===== src/rtl/vector_predicate_mask_if.sv =====
// Predicate, element and writeback bundle for vector_predicate_mask.
// mask_count is only present when VPM_POPCOUNT_EN is defined.
interface vector_predicate_mask_if #(
  parameter int VLEN  = 8,
  parameter int WIDTH = 32
);
  logic             pred_valid;
  logic             pred_ready;
  logic             pred_bit;
  logic             pred_last;
  logic [VLEN-1:0]  mask;
  logic             mask_valid;
  logic             in_valid;
  logic             in_ready;
  logic [WIDTH-1:0] in_data;
  logic             in_last;
  logic             out_valid;
  logic             out_ready;
  logic [WIDTH-1:0] out_data;
  logic             out_we;
`ifdef VPM_POPCOUNT_EN
  logic [$clog2(VLEN+1)-1:0] mask_count;
`endif

  modport slave (
    input  pred_valid, pred_bit, pred_last,
    input  in_valid, in_data, in_last, out_ready,
    output pred_ready, mask, mask_valid,
    output in_ready, out_valid, out_data, out_we
`ifdef VPM_POPCOUNT_EN
    , output mask_count
`endif
  );

  modport master (
    output pred_valid, pred_bit, pred_last,
    output in_valid, in_data, in_last, out_ready,
    input  pred_ready, mask, mask_valid,
    input  in_ready, out_valid, out_data, out_we
`ifdef VPM_POPCOUNT_EN
    , input mask_count
`endif
  );
endinterface


===== src/rtl/vector_predicate_mask.sv =====
// Packs a 1-bit predicate stream into a lane mask, then tags each element with out_we = mask[lane].
// Optional feature macro: VPM_POPCOUNT_EN adds a registered popcount of the mask (mask_count).
module vector_predicate_mask #(
  parameter int VLEN  = 8,
  parameter int WIDTH = 32
) (
  input  logic                    clk,
  input  logic                    rst_n,
  input  logic                    flush,
  vector_predicate_mask_if.slave  bus
);
  localparam int              IDXW      = (VLEN > 1) ? $clog2(VLEN) : 1;
  localparam logic [IDXW-1:0] LAST_LANE = IDXW'(VLEN - 1);

  typedef enum logic [1:0] {
    IDLE    = 2'd0,
    COLLECT = 2'd1,
    APPLY   = 2'd2
  } state_t;

  state_t           state_reg, state_next;
  logic [VLEN-1:0]  mask_reg, mask_next;
  logic [IDXW-1:0]  wr_idx_reg, wr_idx_next;
  logic [IDXW-1:0]  rd_idx_reg, rd_idx_next;
  logic             out_valid_reg, out_valid_next;
  logic [WIDTH-1:0] out_data_reg, out_data_next;
  logic             out_we_reg, out_we_next;

  logic pred_ready;
  logic in_ready;
  logic pred_acc;
  logic in_acc;
  logic clear_lanes;

  assign pred_ready = (state_reg != APPLY);
  assign in_ready   = (state_reg == APPLY) && (!out_valid_reg || bus.out_ready);
  // Anything handed over alongside flush is discarded.
  assign pred_acc   = bus.pred_valid && pred_ready && !flush;
  assign in_acc     = bus.in_valid && in_ready && !flush;

  always_comb begin
    state_next = state_reg;
    case (state_reg)
      IDLE, COLLECT: begin
        if (pred_acc) begin
          state_next = (bus.pred_last || wr_idx_reg == LAST_LANE) ? APPLY : COLLECT;
        end
      end
      APPLY: begin
        if (in_acc && (bus.in_last || rd_idx_reg == LAST_LANE)) begin
          state_next = IDLE;
        end
      end
      default: state_next = IDLE;
    endcase
    if (flush) begin
      state_next = IDLE;
    end
  end

  // Returning to IDLE wipes the mask so lanes never written read as masked off.
  assign clear_lanes = flush || (state_reg == APPLY && state_next == IDLE);

  for (genvar gi = 0; gi < VLEN; gi++) begin : g_lane
    assign mask_next[gi] = clear_lanes ? 1'b0 :
                           (pred_acc && wr_idx_reg == IDXW'(gi)) ? bus.pred_bit :
                           mask_reg[gi];
  end

  always_comb begin
    wr_idx_next = wr_idx_reg;
    rd_idx_next = rd_idx_reg;
    if (clear_lanes) begin
      wr_idx_next = '0;
      rd_idx_next = '0;
    end else begin
      if (pred_acc && wr_idx_reg != LAST_LANE) begin
        wr_idx_next = wr_idx_reg + IDXW'(1);
      end
      if (in_acc && rd_idx_reg != LAST_LANE) begin
        rd_idx_next = rd_idx_reg + IDXW'(1);
      end
    end
  end

  always_comb begin
    out_valid_next = out_valid_reg;
    out_data_next  = out_data_reg;
    out_we_next    = out_we_reg;
    if (flush) begin
      out_valid_next = 1'b0;
    end else if (in_acc) begin
      out_valid_next = 1'b1;
      out_data_next  = bus.in_data;
      out_we_next    = mask_reg[rd_idx_reg];
    end else if (bus.out_ready) begin
      out_valid_next = 1'b0;
    end
  end

  always_ff @(posedge clk or negedge rst_n) begin
    if (!rst_n) begin
      state_reg     <= IDLE;
      mask_reg      <= '0;
      wr_idx_reg    <= '0;
      rd_idx_reg    <= '0;
      out_valid_reg <= 1'b0;
      out_data_reg  <= '0;
      out_we_reg    <= 1'b0;
    end else begin
      state_reg     <= state_next;
      mask_reg      <= mask_next;
      wr_idx_reg    <= wr_idx_next;
      rd_idx_reg    <= rd_idx_next;
      out_valid_reg <= out_valid_next;
      out_data_reg  <= out_data_next;
      out_we_reg    <= out_we_next;
    end
  end

`ifdef VPM_POPCOUNT_EN
  localparam int CNTW = $clog2(VLEN + 1);
  logic [CNTW-1:0] count_reg, count_next;

  // Every lane is written once from zero, so counting set bits on accept tracks the popcount.
  always_comb begin
    count_next = count_reg;
    if (clear_lanes) begin
      count_next = '0;
    end else if (pred_acc && bus.pred_bit) begin
      count_next = count_reg + CNTW'(1);
    end
  end

  always_ff @(posedge clk or negedge rst_n) begin
    if (!rst_n) begin
      count_reg <= '0;
    end else begin
      count_reg <= count_next;
    end
  end

  assign bus.mask_count = count_reg;
`endif

  assign bus.pred_ready = pred_ready;
  assign bus.in_ready   = in_ready;
  assign bus.mask       = mask_reg;
  assign bus.mask_valid = (state_reg == APPLY);
  assign bus.out_valid  = out_valid_reg;
  assign bus.out_data   = out_data_reg;
  assign bus.out_we     = out_we_reg;
endmodule


===== src/flat_wrapper.sv =====
// flat-port wrapper written by rule: the top's interface ports become plain ports
module vector_predicate_mask_flat 
#(
  parameter int VLEN  = 8,
  parameter int WIDTH = 32
)
  (clk, rst_n, flush, bus_pred_valid, bus_pred_bit, bus_pred_last, bus_in_valid, bus_in_data, bus_in_last, bus_out_ready, bus_pred_ready, bus_mask, bus_mask_valid, bus_in_ready, bus_out_valid, bus_out_data, bus_out_we);
  vector_predicate_mask_if #(.VLEN(VLEN), .WIDTH(WIDTH)) bus_i ();
  input  logic clk;
  input  logic rst_n;
  input  logic flush;
  input wire logic [$bits(bus_i.pred_valid)-1:0] bus_pred_valid;
  input wire logic [$bits(bus_i.pred_bit)-1:0] bus_pred_bit;
  input wire logic [$bits(bus_i.pred_last)-1:0] bus_pred_last;
  input wire logic [$bits(bus_i.in_valid)-1:0] bus_in_valid;
  input wire logic [$bits(bus_i.in_data)-1:0] bus_in_data;
  input wire logic [$bits(bus_i.in_last)-1:0] bus_in_last;
  input wire logic [$bits(bus_i.out_ready)-1:0] bus_out_ready;
  output wire logic [$bits(bus_i.pred_ready)-1:0] bus_pred_ready;
  output wire logic [$bits(bus_i.mask)-1:0] bus_mask;
  output wire logic [$bits(bus_i.mask_valid)-1:0] bus_mask_valid;
  output wire logic [$bits(bus_i.in_ready)-1:0] bus_in_ready;
  output wire logic [$bits(bus_i.out_valid)-1:0] bus_out_valid;
  output wire logic [$bits(bus_i.out_data)-1:0] bus_out_data;
  output wire logic [$bits(bus_i.out_we)-1:0] bus_out_we;
  assign bus_i.pred_valid = bus_pred_valid;
  assign bus_i.pred_bit = bus_pred_bit;
  assign bus_i.pred_last = bus_pred_last;
  assign bus_i.in_valid = bus_in_valid;
  assign bus_i.in_data = bus_in_data;
  assign bus_i.in_last = bus_in_last;
  assign bus_i.out_ready = bus_out_ready;
  assign bus_pred_ready = bus_i.pred_ready;
  assign bus_mask = bus_i.mask;
  assign bus_mask_valid = bus_i.mask_valid;
  assign bus_in_ready = bus_i.in_ready;
  assign bus_out_valid = bus_i.out_valid;
  assign bus_out_data = bus_i.out_data;
  assign bus_out_we = bus_i.out_we;
  vector_predicate_mask #(.VLEN(VLEN), .WIDTH(WIDTH)) u_core (.clk(clk), .rst_n(rst_n), .flush(flush), .bus(bus_i));
endmodule

===== config.mk =====
export PLATFORM = sky130hd
export DESIGN_NAME = vector_predicate_mask_flat
export DESIGN_NICKNAME = d
export VERILOG_FILES = /design/src/rtl/vector_predicate_mask_if.sv /design/src/rtl/vector_predicate_mask.sv /design/src/flat_wrapper.sv
export SDC_FILE = /design/constraint.sdc
export NUM_CORES = 1
export LEC_CHECK = 0
export CAP_MARGIN = 20
export CELL_PAD_IN_SITES_DETAIL_PLACEMENT = 1
export CELL_PAD_IN_SITES_GLOBAL_PLACEMENT = 2
export CORE_UTILIZATION = 27
export CTS_CLUSTER_SIZE = 40
export DETAILED_ROUTE_END_ITERATION = 16
export HOLD_SLACK_MARGIN = 0.12
export PLACE_DENSITY = 0.8
export SLEW_MARGIN = 20
export SYNTH_ARGS = -nofsm -noshare
export SYNTH_HDL_FRONTEND = slang
export SYNTH_SLANG_ARGS = --single-unit

===== constraint.sdc =====
create_clock -name clk -period 2.09 [get_ports clk]
set_input_delay 0.5225 -clock clk [delete_from_list [all_inputs] [get_ports clk]]
set_output_delay 0.5225 -clock clk [all_outputs]
set_load 0.01 [all_outputs]

==> results.json <==
{
  "outcome": "complete, no violations",
  "synthCells": 165,
  "fin_nets": 310,
  "cp_slowest_stage_delay_ns": 0.39,
  "critPathKind": "primary input to primary output",
  "relSlewSlack_pct": 74.0,
  "htreeDepth": 2,
  "clkSlewWorstSetupHoldPaths_ns": 0.10,
  "critical_path_arrival_ns": 1.48,
  "dp_hpwl_um": 3970,
  "max_cap_viol_count": 0,
  "clock_path_buffers": 2,
  "p_per_area_nw_per_um2": 882,
  "end_kind": "primary output",
  "p_sw_mw": 0.774,
  "rsz0062_at_grt": "false",
  "hold_class": "primary input to asynchronous set/reset pin",
  "crit_path_start_kind": "primary input",
  "antennaDiodeCount": 0,
  "cp_slowest_cell": "clkdlybuf4s50_1",
  "grt_pass1_vias": 1805,
  "grt_overflow": 0,
  "synth_seq_cells": 50,
  "clockRootBuffer": "clkbuf_8",
  "io_buffers": 85,
  "dp_cells": 355,
  "crit_chain": "clkdlybuf4s50_1 > nand2b_1 > and2_1 > dlygate4sd2_1",
  "seqPwrFrac_pct": 44.1,
  "intPower_mw": 2.19,
  "avgSynthCellArea_um2": 13.3,
  "rows": 32,
  "synth.top_cell.area_share_pct": 56.9,
  "coreArea_um2": 7810,
  "viasPerCell": 4.43,
  "period_share_pct": 95.8,
  "crit_fanout": 2,
  "yosys_warnings": 0,
  "p_leak_nw": 1.49,
  "fin_worst_skew_ns": 0.0111,
  "grt_max_degree": 25,
  "final_cells": 364,
  "clk_latency_ns": 0.30,
  "cts_sinks": 50,
  "die_width_um": 92.3,
  "worst_slack_ns": 0.0879,
  "tns_ns": 0,
  "vias": 1612,
  "fin_crit_ns": 2.00,
  "ys_top_cells_by_area": "dfrtp_1 (57%), mux2_2 (16%), mux2i_1 (6.4%)",
  "ant_nets": 0,
  "antenna_found_initial": 0,
  "hold_viol_final": 0,
  "drive_gt1_share_pct": 21.8,
  "finalSetupViolCount": 0,
  "largest_register_ffs": 32,
  "post-place-ws_ns": -0.162,
  "start_util_pct": 28.2,
  "routed_wl_um": 5270,
  "peakVddDrop_uv": 367,
  "ys_types": 28,
  "power_mw": 2.97,
  "drc_errors": 0,
  "drt-initial-drc-count": 41,
  "required_ns": 1.57,
  "grt_use_total_pct": 13.3,
  "worstMarginPinSlew_ns": 0.390,
  "die_y_um": 92.3,
  "cts_tree": "done",
  "synth.cell_area_um2": 2200,
  "ios": 86,
  "netlist.top_cell.by_area": "dfrtp_1",
  "power_switching_share_pct": 26.1,
  "grt_pass1_wl_um": 8780,
  "synth_fp_nets": 214,
  "place.gp.congestion": 0.711,
  "die_area_um2": 8520,
  "holdBufCountCts": 0,
  "routedWlPerCell_um": 14.5,
  "detailedRoute.firstPassIterationCount": 2,
  "slew_viol_final": 0,
  "cts_inserted_buffers": 5,
  "reg2reg_depth": 6,
  "pwr-share-comb_pct": 33.1,
  "area_growth_pct": 52.9,
  "fmax_mhz": 499,
  "power_frac_clock_pct": 22.8,
  "yosysSeqAreaShare_pct": 56.9
}
==> synthesized netlist by cell type, drive strengths merged <==
library cell and instances:
a211oi 1, a21oi 3, and2 1, buf 9, dfrtp 50, ha 8, inv 4, mux2 32
mux2i 14, mux4 1, nand2 6, nand2b 1, nand3 2, nand4 6, nand4b 1, nor2 13
nor2b 2, nor3 1, nor3b 1, o21ai 3, o21bai 1, o22ai 1, or2 2, or4 1
xnor2 1
==> final cells by class <==
class | instances | area [um2]
well taps | 102 | 128
clock buffers | 7 | 76.3
fillers | 846 | 4440
multi-input cells | 102 | 896
flip-flops and latches | 50 | 1250
repair buffers | 98 | 968
clock inverters | 1 | 30.0
inverters | 4 | 15.0
==> cells by family after synthesis <==
family / after synthesis / synth area share (%)
mux: 47 / 23.8
fa+ha+maj: 8 / 4.55
flops: 50 / 56.9
simple gates: 37 / 9.32
buf+inv: 13 / 2.79
xor+xnor: 1 / 0.398
compound gates: 9 / 2.33
==> layout by cell type (no fill, tap or decap), types with 3 or more instances in the layout <==
cell type / n
mux2_2: 32
buf_4: 11
o21ai_0: 3
mux2i_1: 14
clkbuf_8: 5
dfrtp_1: 50
nand2_1: 6
nor2_1: 13
nand4_1: 6
ha_1: 8
clkdlybuf4s50_1: 81
a21oi_1: 3
inv_1: 3
==> power by group through the flow <==
stage | Clock (mW) | Combinational (mW) | Sequential (mW)
after floorplan | 0 | 0.254 | 1.43
after global placement | 0 | 0.977 | 1.32
after detailed placement | 0 | 0.994 | 1.33
after CTS | 0.709 | 0.998 | 1.31
after global routing | 0.738 | 1.05 | 1.34
final | 0.676 | 0.982 | 1.31
==> layer usage <==
layer / global-route usage, % / part of all wire (%)
met1: 16.2 / 44
met2: 22.6 / 49
met3: 3.65 / 5.7
met4: 4.69 / 1.5
met5: 0 / 0
==> critical path: cells and delay by family <==
kind / cells / cell delay (ns)
AND/OR/NAND/NOR: 2 / 0.29
buffers and inverters: 2 / 0.66
==> through the flow <==
stage | util [%] | instance area [um2] | hold WS [ns]
after floorplan | - | 2200 | 0.227
after global placement | 41.5 | 3240 | 0.444
after detailed placement | 41.5 | 3240 | 0.453
after CTS | 42.9 | 3350 | 0.138
after global routing | 43.1 | 3360 | 0.147
final | 43.1 | 3360 | 0.130
==> worst paths after layout <==
path / startpoint / slack [ns] / endpoint
max in group asynchronous: rst_n / 1.29 / u_core.bus.mask[2]$_DFFE_PN0P_
min in group clk: u_core.state_reg[1]$_DFF_PN0_ / 0.49 / u_core.state_reg[0]$_DFF_PN0_
worst max register to register: u_core.rd_idx_reg[0]$_DFFE_PN0P_ / 0.40 / u_core.wr_idx_reg[2]$_DFFE_PN0P_
worst max-delay path: bus_out_ready / 0.09 / bus_in_ready
worst min-delay path: rst_n / 0.13 / u_core.wr_idx_reg[2]$_DFFE_PN0P_
worst min register to register: u_core.state_reg[1]$_DFF_PN0_ / 0.49 / u_core.state_reg[0]$_DFF_PN0_
==> timing repair <==
item                       4_1_cts  5_1_grt
setup buffers                    0        1
gates resized for setup          3        2
setup endpoints to repair        3        1
hold endpoints to repair         0        0
Power figures use the tool's default switching activity.
